### config.mk
export PLATFORM = sky130hd
export DESIGN_NAME = share_detector_flat
export DESIGN_NICKNAME = d
export VERILOG_FILES = /design/src/rtl/share_detector_if.sv /design/src/rtl/share_detector.sv /design/src/flat_wrapper.sv
export SDC_FILE = /design/constraint.sdc
export NUM_CORES = 1
export LEC_CHECK = 0
export BUFFER_PORTS_ARGS = -buffer_cell sky130_fd_sc_hd__buf_2
export CORE_ASPECT_RATIO = 1.25
export CORE_UTILIZATION = 56
export CTS_CLUSTER_SIZE = 24
export DETAILED_ROUTE_END_ITERATION = 16
export MAX_ROUTING_LAYER = met4
export PLACE_DENSITY = 0.87
export SLEW_MARGIN = 0
export SYNTH_ARGS = -nofsm -noshare
export SYNTH_HDL_FRONTEND = slang
export SYNTH_SLANG_ARGS = --single-unit
### constraint.sdc
create_clock -name clk -period 6.26 [get_ports clk]
set_clock_uncertainty 0.1 [all_clocks]
set_input_delay 1.252 -clock clk [delete_from_list [all_inputs] [get_ports clk]]
set_output_delay 1.252 -clock clk [all_outputs]
set_load 0.05 [all_outputs]
### src/rtl/share_detector_if.sv
// Digest handshake, target load and result bus between the SHA-256 core side
// (master) and the share detector (slave).
interface share_detector_if #(
  parameter int NONCE_W = 32,
  parameter int CNT_W   = 32,
  parameter int SHARE_W = 16
);
  logic               hash_valid;
  logic               hash_ready;
  logic [31:0]        h1, h2, h3, h4, h5, h6, h7, h8;
  logic [NONCE_W-1:0] nonce_in;
  logic               target_load;
  logic [255:0]       target_in;
  logic               found;
  logic [NONCE_W-1:0] found_nonce;
  logic [31:0]        found_h1;
  logic [CNT_W-1:0]   hash_count;
  logic [SHARE_W-1:0] share_count;

  modport master (
    output hash_valid, h1, h2, h3, h4, h5, h6, h7, h8, nonce_in,
           target_load, target_in,
    input  hash_ready, found, found_nonce, found_h1, hash_count, share_count
  );

  modport slave (
    input  hash_valid, h1, h2, h3, h4, h5, h6, h7, h8, nonce_in,
           target_load, target_in,
    output hash_ready, found, found_nonce, found_h1, hash_count, share_count
  );
endinterface

### src/rtl/share_detector.sv
// Compares each accepted 256-bit digest against a snapshot of the target, one
// word per cycle from the most significant end, and reports shares (digest <= target).
module share_detector #(
  parameter int NONCE_W = 32,
  parameter int CNT_W   = 32,
  parameter int SHARE_W = 16
) (
  input  logic            clk,
  input  logic            rst_n,
  share_detector_if.slave bus
);

  typedef enum logic [1:0] {IDLE, CMP, DONE} state_e;

  localparam logic [255:0]       TargetReset = {32'h0000_0000, 32'hFFFF_0000, 192'h0};
  localparam logic [SHARE_W-1:0] ShareMax    = '1;

  state_e             state_q, state_d;
  logic [2:0]         idx_q, idx_d;
  logic [7:0][31:0]   digest_q, digest_d;
  logic [7:0][31:0]   snap_q, snap_d;
  logic [NONCE_W-1:0] nonce_q, nonce_d;
  logic [255:0]       target_q, target_d;
  logic               found_q, found_d;
  logic [NONCE_W-1:0] foundNonce_q, foundNonce_d;
  logic [31:0]        foundH1_q, foundH1_d;
  logic [CNT_W-1:0]   hashCount_q, hashCount_d;
  logic [SHARE_W-1:0] shareCount_q, shareCount_d;

  logic [31:0] curDigest;
  logic [31:0] curTarget;

  always_ff @(posedge clk or negedge rst_n) begin
    if (!rst_n) begin
      state_q      <= IDLE;
      idx_q        <= '0;
      digest_q     <= '0;
      snap_q       <= '0;
      nonce_q      <= '0;
      target_q     <= TargetReset;
      found_q      <= 1'b0;
      foundNonce_q <= '0;
      foundH1_q    <= '0;
      hashCount_q  <= '0;
      shareCount_q <= '0;
    end else begin
      state_q      <= state_d;
      idx_q        <= idx_d;
      digest_q     <= digest_d;
      snap_q       <= snap_d;
      nonce_q      <= nonce_d;
      target_q     <= target_d;
      found_q      <= found_d;
      foundNonce_q <= foundNonce_d;
      foundH1_q    <= foundH1_d;
      hashCount_q  <= hashCount_d;
      shareCount_q <= shareCount_d;
    end
  end

  always_comb begin
    state_d      = state_q;
    idx_d        = idx_q;
    digest_d     = digest_q;
    snap_d       = snap_q;
    nonce_d      = nonce_q;
    target_d     = bus.target_load ? bus.target_in : target_q;
    found_d      = 1'b0;
    foundNonce_d = foundNonce_q;
    foundH1_d    = foundH1_q;
    hashCount_d  = hashCount_q;
    shareCount_d = shareCount_q;
    curDigest    = digest_q[idx_q];
    curTarget    = snap_q[idx_q];

    unique case (state_q)
      IDLE: begin
        if (bus.hash_valid) begin
          digest_d = {bus.h8, bus.h7, bus.h6, bus.h5, bus.h4, bus.h3, bus.h2, bus.h1};
          nonce_d  = bus.nonce_in;
          // Snapshot the pre-load target so a load on this edge only affects later digests.
          for (int i = 0; i < 8; i++) begin
            snap_d[i] = target_q[255-32*i -: 32];
          end
          idx_d   = '0;
          state_d = CMP;
        end
      end
      CMP: begin
        if ((curDigest != curTarget) || (idx_q == 3'd7)) begin
          state_d     = DONE;
          hashCount_d = hashCount_q + CNT_W'(1);
          if (curDigest <= curTarget) begin
            found_d      = 1'b1;
            foundNonce_d = nonce_q;
            foundH1_d    = digest_q[0];
            if (shareCount_q != ShareMax) begin
              shareCount_d = shareCount_q + SHARE_W'(1);
            end
          end
        end else begin
          idx_d = idx_q + 3'd1;
        end
      end
      DONE: begin
        state_d = IDLE;
      end
      default: begin
        state_d = IDLE;
      end
    endcase
  end

  assign bus.hash_ready  = (state_q == IDLE);
  assign bus.found       = found_q;
  assign bus.found_nonce = foundNonce_q;
  assign bus.found_h1    = foundH1_q;
  assign bus.hash_count  = hashCount_q;
  assign bus.share_count = shareCount_q;

endmodule
### src/flat_wrapper.sv
// flat-port wrapper written by rule: the top's interface ports become plain ports
module share_detector_flat 
#(
  parameter int NONCE_W = 32,
  parameter int CNT_W   = 32,
  parameter int SHARE_W = 16
)
  (clk, rst_n, bus_hash_valid, bus_h1, bus_h2, bus_h3, bus_h4, bus_h5, bus_h6, bus_h7, bus_h8, bus_nonce_in, bus_target_load, bus_target_in, bus_hash_ready, bus_found, bus_found_nonce, bus_found_h1, bus_hash_count, bus_share_count);
  share_detector_if #(.NONCE_W(NONCE_W), .CNT_W(CNT_W), .SHARE_W(SHARE_W)) bus_i ();
  input  logic clk;
  input  logic rst_n;
  input wire logic [$bits(bus_i.hash_valid)-1:0] bus_hash_valid;
  input wire logic [$bits(bus_i.h1)-1:0] bus_h1;
  input wire logic [$bits(bus_i.h2)-1:0] bus_h2;
  input wire logic [$bits(bus_i.h3)-1:0] bus_h3;
  input wire logic [$bits(bus_i.h4)-1:0] bus_h4;
  input wire logic [$bits(bus_i.h5)-1:0] bus_h5;
  input wire logic [$bits(bus_i.h6)-1:0] bus_h6;
  input wire logic [$bits(bus_i.h7)-1:0] bus_h7;
  input wire logic [$bits(bus_i.h8)-1:0] bus_h8;
  input wire logic [$bits(bus_i.nonce_in)-1:0] bus_nonce_in;
  input wire logic [$bits(bus_i.target_load)-1:0] bus_target_load;
  input wire logic [$bits(bus_i.target_in)-1:0] bus_target_in;
  output wire logic [$bits(bus_i.hash_ready)-1:0] bus_hash_ready;
  output wire logic [$bits(bus_i.found)-1:0] bus_found;
  output wire logic [$bits(bus_i.found_nonce)-1:0] bus_found_nonce;
  output wire logic [$bits(bus_i.found_h1)-1:0] bus_found_h1;
  output wire logic [$bits(bus_i.hash_count)-1:0] bus_hash_count;
  output wire logic [$bits(bus_i.share_count)-1:0] bus_share_count;
  assign bus_i.hash_valid = bus_hash_valid;
  assign bus_i.h1 = bus_h1;
  assign bus_i.h2 = bus_h2;
  assign bus_i.h3 = bus_h3;
  assign bus_i.h4 = bus_h4;
  assign bus_i.h5 = bus_h5;
  assign bus_i.h6 = bus_h6;
  assign bus_i.h7 = bus_h7;
  assign bus_i.h8 = bus_h8;
  assign bus_i.nonce_in = bus_nonce_in;
  assign bus_i.target_load = bus_target_load;
  assign bus_i.target_in = bus_target_in;
  assign bus_hash_ready = bus_i.hash_ready;
  assign bus_found = bus_i.found;
  assign bus_found_nonce = bus_i.found_nonce;
  assign bus_found_h1 = bus_i.found_h1;
  assign bus_hash_count = bus_i.hash_count;
  assign bus_share_count = bus_i.share_count;
  share_detector #(.NONCE_W(NONCE_W), .CNT_W(CNT_W), .SHARE_W(SHARE_W)) u_core (.clk(clk), .rst_n(rst_n), .bus(bus_i));
endmodule
==> flow_results.xml, run 1 <==
<?xml version="1.0" encoding="UTF-8"?>
<metrics>
  <group name="run_status">
    <metric name="outcome" unit="">completed</metric>
  </group>
  <group name="critical_path">
    <metric name="timing.critical_path.fanout_max" unit="">80</metric>
    <metric name="timing.reg2reg.worst_path_depth" unit="">12</metric>
    <metric name="timing.rr.end" unit="">u_core.bus.share_count[1]</metric>
    <metric name="crit_arrival" unit="ps">5660</metric>
    <metric name="worst_setup_path_startpoint" unit="">u_core.idx_q[0]</metric>
    <metric name="ff2ff_setup_slack" unit="ps">1020</metric>
    <metric name="worstSetupEndpoint" unit="">u_core.bus.share_count[1]</metric>
    <metric name="required_worst_endpoint" unit="ps">6680</metric>
    <metric name="crit_start_category" unit="">register</metric>
    <metric name="launch_instance_of_the_worst_register_to_register_path" unit="">u_core.idx_q[0]</metric>
    <metric name="worstSetupEndpointType" unit="">register</metric>
    <metric name="timing_worst_setup_path_type" unit="">reg -&gt; reg</metric>
  </group>
  <group name="finish">
    <metric name="finalNonFillerCells" unit="">4056</metric>
    <metric name="most-common-layout-cells" unit="">dfrtp_1 (899), mux2_2 (865), buf_2 (659)</metric>
    <metric name="layout-drive-gt1-share" unit="%">59.2</metric>
    <metric name="final_net_count" unit="">3643</metric>
    <metric name="flow.area_growth_from_synthesis" unit="%">19.5</metric>
    <metric name="layout.cells.most_common" unit="">dfrtp_1</metric>
    <metric name="finish.utilization" unit="%">67.6</metric>
  </group>
  <group name="clock_tree">
    <metric name="cts_buffers" unit="">89</metric>
    <metric name="clock_latency_late_sink" unit="ps">660</metric>
    <metric name="clock_tree_from_tritoncts" unit="">done</metric>
    <metric name="hold_buffers" unit="">0</metric>
    <metric name="cts_root_buf" unit="">clkbuf_16</metric>
    <metric name="clk_pin_slew" unit="ps">70</metric>
    <metric name="postCtsResizedCells" unit="">0</metric>
    <metric name="clock_sinks" unit="">918</metric>
    <metric name="cts_buffer_depth" unit="">3</metric>
    <metric name="cts_setup_buffers" unit="">0</metric>
    <metric name="h-tree-depth" unit="">3</metric>
  </group>
  <group name="power">
    <metric name="share_of_total_power_in_sequential_cells" unit="%">45.4</metric>
    <metric name="power_frac_comb" unit="%">23.5</metric>
    <metric name="power.switching" unit="W">0.00558</metric>
    <metric name="power_leakage" unit="nW">20.5</metric>
    <metric name="power.internal" unit="W">0.0126</metric>
    <metric name="p_clk_share" unit="%">31.1</metric>
    <metric name="pwr_density_cell" unit="mW/mm²">396</metric>
    <metric name="sw_frac_of_total" unit="%">30.6</metric>
    <metric name="total_power_of_the_final_layout" unit="W">0.0182</metric>
    <metric name="vdd_ir_drop_max" unit="mV">0.298</metric>
  </group>
  <group name="yosys">
    <metric name="seq_area_frac_synth" unit="%">59.6</metric>
    <metric name="synthesis.nets" unit="">3002</metric>
    <metric name="synthesis.area" unit="mm²">0.0386</metric>
    <metric name="syn-mean-instance-area" unit="µm²">15.9</metric>
    <metric name="synth_cell_type_count" unit="">34</metric>
    <metric name="syn_inst" unit="">2418</metric>
    <metric name="ys_seq_elements" unit="">918</metric>
    <metric name="ys_warn_count" unit="">0</metric>
  </group>
  <group name="placed_design">
    <metric name="dp_hpwl" unit="mm">71.2</metric>
    <metric name="post-place-cells" unit="">3840</metric>
    <metric name="gpl.final_weighted_congestion" unit="">0.922</metric>
    <metric name="port-buffer-count" unit="">661</metric>
  </group>
  <group name="sta">
    <metric name="fmax" unit="MHz">191</metric>
    <metric name="hold_ws" unit="ps">368</metric>
    <metric name="min_period" unit="ps">5240</metric>
    <metric name="rsz0062_at_grt" unit="">false</metric>
    <metric name="final-max-slew-violation-count" unit="">0</metric>
    <metric name="slew_headroom" unit="%">20.1</metric>
    <metric name="fin_crit_sh" unit="%">83.7</metric>
    <metric name="timing.final.setup_violations" unit="">0</metric>
    <metric name="timing.final.hold_violations" unit="">0</metric>
    <metric name="worst-slew-pin-transition" unit="ps">1200</metric>
    <metric name="timing.setup.tns" unit="ps">0</metric>
  </group>
  <group name="floorplanning">
    <metric name="design.die.area" unit="mm²">0.0699</metric>
    <metric name="pin_count" unit="">662</metric>
    <metric name="placeableCoreArea" unit="mm²">0.0681</metric>
    <metric name="die_y" unit="µm">295</metric>
    <metric name="die_w" unit="µm">237</metric>
    <metric name="placement_rows" unit="">107</metric>
    <metric name="initial_core_util" unit="%">56.6</metric>
  </group>
  <group name="route">
    <metric name="avgViaCountPerCell" unit="">5.84</metric>
    <metric name="drt_wl_total" unit="mm">101</metric>
    <metric name="drt_iter0_markers" unit="">1418</metric>
    <metric name="dr.pass1.iters" unit="">5</metric>
    <metric name="drc" unit="">0</metric>
    <metric name="final_routed_wire_length_divided_by_cell_count" unit="µm">25.0</metric>
    <metric name="vias" unit="">23674</metric>
    <metric name="ant_nets" unit="">0</metric>
  </group>
  <group name="grt">
    <metric name="pin_count_of_the_biggest_net_entering_global_routing" unit="">169</metric>
    <metric name="antenna_found_initial" unit="">49</metric>
    <metric name="first_pass_grt_wire_length" unit="mm">154</metric>
    <metric name="first_global_vias" unit="">25387</metric>
    <metric name="globalRoute.totalOverflow" unit="">0</metric>
    <metric name="globalRouteTotalUtil" unit="%">30.0</metric>
  </group>
  <group name="run">
    <metric name="drv.max_cap_violation_count" unit="">0</metric>
  </group>
  <group name="hold_path">
    <metric name="hold_path.class" unit="">reg -&gt; reg</metric>
  </group>
</metrics>
[power groups by stage]
stage	Combinational [W]	Sequential (W)	Clock (W)
final	0.00428	0.00828	0.00568
after global routing	0.00454	0.00841	0.00600
after CTS	0.00429	0.00825	0.00575
after detailed placement	0.00426	0.00833	0
after global placement	0.00410	0.00822	0
after floorplan	0.00229	0.00880	0
[metal layers]
layer	part of all wire [%]	vias to the layer above	wire length [µm]	GRT usage, %
li1	-	10133	-	-
met1	40	12433	40700	37.6
met4	4.2	0	4260	13.7
met3	6.5	228	6600	6.79
met5	0	-	0	-
met2	49	880	49700	46.8
[registers in the layout, summed over array words and instances (netlist names)]
signal	flops
u_core.bus.found_nonce	32
u_core.nonce_q	32
u_core.snap_q	256
u_core.state_q	2
u_core.target_q	256
u_core.bus.share_count	16
u_core.bus.found	1
u_core.digest_q	256
u_core.bus.hash_count	32
u_core.bus.found_h1	32
u_core.idx_q	3
[how the worst min path moves through the flow]
stage	from	cells after the start	endpoint
final	u_core.bus.hash_count[31]	1	u_core.bus.hash_count[31]
after global routing	u_core.bus.hash_count[31]	1	u_core.bus.hash_count[31]
after CTS	u_core.bus.hash_count[31]	1	u_core.bus.hash_count[31]
after detailed placement	u_core.bus.hash_count[31]	1	u_core.bus.hash_count[31]
after global placement	u_core.bus.hash_count[31]	1	u_core.bus.hash_count[31]
after floorplan	u_core.target_q[0]	1	u_core.target_q[0]
[cell families (layout without fill, tap and decap cells)]
kind of cell,Yosys count,after routing,share of synthesized area [%]
other,0,49,0
adder cells (fa/ha/maj),36,36,1.17
XOR/XNOR,46,46,1.04
AND/OR/NAND/NOR,219,219,2.64
multiplexers,1028,1028,33.6
buffers and inverters,146,863,1.45
AO/OA/AOI/OAI,25,25,0.432
flip-flops,918,918,59.6
[worst max-delay path, cell delays in order, from the launching register on]
cell	delay (ps)
dfrtp_4	680
buf_4	730
mux4_2	590
mux2i_1	310
ha_1	330
a21oi_1	150
o21ai_0	150
a221oi_1	650
o22ai_1	270
nor3_4	220
buf_12	390
nand2_1	170
mux2_1	330
[stage by stage]
stage | worst slack (ps) | area (µm²)
floorplan | 1850 | 38600
global placement | 1050 | 42800
detailed placement | 1050 | 42800
CTS | 999 | 46000
global route | 815 | 46100
finish | 1020 | 46100
[synthesized netlist by cell type]
| cell type | instances | area [µm²] |
|---|---|---|
| a21oi_1 | 12 | 60.1 |
| and3_1 | 16 | 100 |
| o21ai_0 | 5 | 25.0 |
| nor3_1 | 5 | 25.0 |
| ha_1 | 36 | 450 |
| clkbuf_1 | 111 | 417 |
| nand3_1 | 22 | 110 |
| xor2_1 | 11 | 96.3 |
| inv_1 | 6 | 22.5 |
| a311oi_1 | 1 | 8.76 |
| nand2b_1 | 2 | 12.5 |
| mux2_2 | 865 | 9740 |
| xnor2_1 | 35 | 307 |
| nand4_1 | 21 | 131 |
| and2_1 | 5 | 31.3 |
| dfrtp_1 | 902 | 22600 |
| a221oi_1 | 3 | 26.3 |
| o211ai_1 | 1 | 7.51 |
| o22ai_1 | 1 | 6.26 |
| buf_1 | 21 | 78.8 |
| nor2_1 | 13 | 48.8 |
| mux2i_1 | 34 | 340 |
| o31ai_4 | 1 | 21.3 |
| or4_1 | 2 | 15.0 |
| mux4_2 | 128 | 2880 |
| and4_1 | 5 | 43.8 |
| dfstp_2 | 16 | 420 |
| a2111o_1 | 1 | 11.3 |
| mux2_1 | 1 | 11.3 |
| buf_4 | 1 | 7.51 |
| buf_2 | 7 | 35.0 |
| nor2b_1 | 3 | 18.8 |
| nand2_1 | 124 | 465 |
| nor3_4 | 1 | 16.3 |
[final cells by class]
class,instances,area (µm²)
inverter,6,25.0
clock inverter,45,614
fill,4490,22100
timing repair buffer,690,3700
clock buffer,122,2520
sequential,918,23000
multi-input combinational,1354,15000
tap,872,1090
antenna,49,123
Power figures use the tool's default switching activity.
==> run 2, diff against run 1 <==
--- a/config.mk
+++ b/config.mk
@@ -7,11 +7,11 @@
 export LEC_CHECK = 0
 export BUFFER_PORTS_ARGS = -buffer_cell sky130_fd_sc_hd__buf_2
 export CORE_ASPECT_RATIO = 1.25
-export CORE_UTILIZATION = 56
+export CORE_UTILIZATION = 51
 export CTS_CLUSTER_SIZE = 24
 export DETAILED_ROUTE_END_ITERATION = 16
 export MAX_ROUTING_LAYER = met4
-export PLACE_DENSITY = 0.87
+export PLACE_DENSITY = 0.83
 export SLEW_MARGIN = 0
 export SYNTH_ARGS = -nofsm -noshare
 export SYNTH_HDL_FRONTEND = slang
==> constraint.sdc (replaced) <==
create_clock -name clk -period 4.6 [get_ports clk]
set_clock_uncertainty 0.1 [all_clocks]
set_input_delay 0.92 -clock clk [delete_from_list [all_inputs] [get_ports clk]]
set_output_delay 0.92 -clock clk [all_outputs]
set_load 0.05 [all_outputs]
==> run 2 against run 1 <==
Register-to-register slack worse by 740 ps. Global-route usage is 3.2 points lower. Non-clock buffer count is 64 higher. Clock power is 38% higher. Sequential cell count stayed put. Worst hold slack worse by 50 ps.
==> flow_results.xml, run 2 (synthesized netlist as in run 1, its figures left out) <==
<?xml version="1.0" encoding="UTF-8"?>
<metrics>
  <group name="power">
    <metric name="pwr_density_cell" unit="mW/mm²">532</metric>
    <metric name="power_leakage" unit="nW">20.9</metric>
    <metric name="vdd_ir_drop_max" unit="mV">0.361</metric>
    <metric name="total_power_of_the_final_layout" unit="W">0.0250</metric>
  </group>
  <group name="floorplanning">
    <metric name="design.die.area" unit="mm²">0.0767</metric>
    <metric name="placeableCoreArea" unit="mm²">0.0747</metric>
    <metric name="initial_core_util" unit="%">51.6</metric>
    <metric name="die_y" unit="µm">309</metric>
    <metric name="die_w" unit="µm">248</metric>
    <metric name="placement_rows" unit="">112</metric>
    <metric name="pin_count" unit="">662</metric>
  </group>
  <group name="route">
    <metric name="ant_nets" unit="">0</metric>
    <metric name="final_routed_wire_length_divided_by_cell_count" unit="µm">23.7</metric>
    <metric name="drc" unit="">0</metric>
    <metric name="avgViaCountPerCell" unit="">5.60</metric>
    <metric name="drt_iter0_markers" unit="">1309</metric>
    <metric name="drt_wl_total" unit="mm">99.7</metric>
    <metric name="dr.pass1.iters" unit="">5</metric>
    <metric name="vias" unit="">23525</metric>
  </group>
  <group name="grt">
    <metric name="globalRouteTotalUtil" unit="%">26.8</metric>
    <metric name="globalRoute.totalOverflow" unit="">0</metric>
    <metric name="first_global_vias" unit="">25081</metric>
    <metric name="pin_count_of_the_biggest_net_entering_global_routing" unit="">111</metric>
    <metric name="antenna_found_initial" unit="">31</metric>
    <metric name="first_pass_grt_wire_length" unit="mm">149</metric>
  </group>
  <group name="clock_tree">
    <metric name="clock_tree_from_tritoncts" unit="">done</metric>
    <metric name="clock_latency_late_sink" unit="ps">660</metric>
    <metric name="clk_pin_slew" unit="ps">70</metric>
    <metric name="h-tree-depth" unit="">3</metric>
    <metric name="clock_sinks" unit="">918</metric>
    <metric name="cts_root_buf" unit="">clkbuf_16</metric>
    <metric name="hold_buffers" unit="">0</metric>
    <metric name="cts_buffers" unit="">90</metric>
    <metric name="cts_buffer_depth" unit="">3</metric>
  </group>
  <group name="placed_design">
    <metric name="placedInstanceArea" unit="mm²">0.0437</metric>
    <metric name="dp_hpwl" unit="mm">71.6</metric>
    <metric name="gpl.final_weighted_congestion" unit="">0.869</metric>
    <metric name="port-buffer-count" unit="">661</metric>
  </group>
  <group name="critical_path">
    <metric name="required_worst_endpoint" unit="ps">5040</metric>
    <metric name="ff2ff_setup_slack" unit="ps">280</metric>
    <metric name="crit_arrival" unit="ps">4750</metric>
    <metric name="timing_worst_setup_path_type" unit="">reg -&gt; reg</metric>
    <metric name="crit_start_category" unit="">register</metric>
    <metric name="timing.critical_path.fanout_max" unit="">22</metric>
    <metric name="worstSetupEndpointType" unit="">register</metric>
  </group>
  <group name="sta">
    <metric name="timing.setup.tns" unit="ps">0</metric>
    <metric name="min_period" unit="ps">4320</metric>
    <metric name="rsz0062_at_grt" unit="">false</metric>
    <metric name="hold_ws" unit="ps">318</metric>
    <metric name="worst-slew-pin-transition" unit="ps">1030</metric>
    <metric name="timing.final.hold_violations" unit="">0</metric>
    <metric name="slew_headroom" unit="%">31.3</metric>
    <metric name="timing.final.setup_violations" unit="">0</metric>
    <metric name="fmax" unit="MHz">232</metric>
    <metric name="fin_crit_sh" unit="%">93.9</metric>
    <metric name="final-max-slew-violation-count" unit="">0</metric>
  </group>
  <group name="finish">
    <metric name="most-common-layout-cells" unit="">dfrtp_1 (899), mux2_2 (865), buf_2 (659)</metric>
    <metric name="top_regs" unit="">u_core.digest_q: 256 flops, u_core.snap_q: 256 flops, u_core.target_q: 256 flops</metric>
    <metric name="layout.cells.most_common" unit="">dfrtp_1</metric>
    <metric name="flow.area_growth_from_synthesis" unit="%">21.8</metric>
    <metric name="filler_cells" unit="">5359</metric>
    <metric name="finish.utilization" unit="%">62.9</metric>
    <metric name="final_cell_area" unit="mm²">0.0470</metric>
    <metric name="layout-drive-gt1-share" unit="%">60.2</metric>
    <metric name="final_net_count" unit="">3708</metric>
  </group>
  <group name="run_status">
    <metric name="outcome" unit="">completed</metric>
  </group>
  <group name="hold_path">
    <metric name="hold_path.class" unit="">in -&gt; async</metric>
  </group>
  <group name="run">
    <metric name="drv.max_cap_violation_count" unit="">0</metric>
  </group>
</metrics>
## run 2: layer usage
metal  track usage (%)  part of all wire [%]  wire length (µm)
met5                 -                     0                 0
met4              12.3                   4.1              4130
met3              5.36                   6.4              6350
met2              41.7                    49             48500
met1              33.9                    41             40700
## run 2: layout make-up
class,instances,area [µm²],share of cell area (%)
antenna,36,90.1,0.192
clock buffer,128,2670,5.68
clock inverter,37,546,1.16
inverter,6,25.0,0.0533
multi-input combinational,1354,15000,32.0
sequential,918,23000,49.0
tap,969,1210,2.58
timing repair buffer,754,4400,9.37
## run 2: what timing repair did
item	4_1_cts	5_1_grt
resized for setup	0	3
setup buffers	0	0
setup endpoints to repair	0	59
## run 2: worst paths after layout
path / start / to / depth (start not counted)
hold / removal: rst_n / u_core.digest_q[30] / 1
setup reg to reg: u_core.idx_q[0] / u_core.bus.found_h1[6] / 14
hold reg to reg: u_core.bus.hash_count[31] / u_core.bus.hash_count[31] / 1
min in group clk: u_core.bus.hash_count[31] / u_core.bus.hash_count[31] / 1
max in group asynchronous: rst_n / u_core.digest_q[52] / 3
setup / recovery: u_core.idx_q[0] / u_core.bus.found_h1[6] / 14
## run 2: worst max-delay path: stages (launching register included)
cell and delay [ps]:
dfrtp_4 440, buf_12 220, buf_12 240, mux4_2 510, nand2_1 80, nand2_1 110
ha_1 340, nand4_1 210, or4_4 610, o21ai_0 210, o22ai_1 130, nor3_4 180
buf_12 190, buf_12 180, mux2_2 370
## run 2: where the power goes
group	internal [W]	switching [W]	leakage [nW]
registers	0.0100	0.00120	10.8
logic	0.00282	0.00310	8.55
clock network	0.00468	0.00319	1.57
total	0.0175	0.00748	20.9
## run 2: through the flow
step | instances | setup WS [ps]
after floorplan | 2418 | 191
after global placement | 4001 | 190
after detailed placement | 4001 | 47.4
after CTS | 4166 | 50.8
after global routing | 4196 | 61.8
final | 4202 | 280
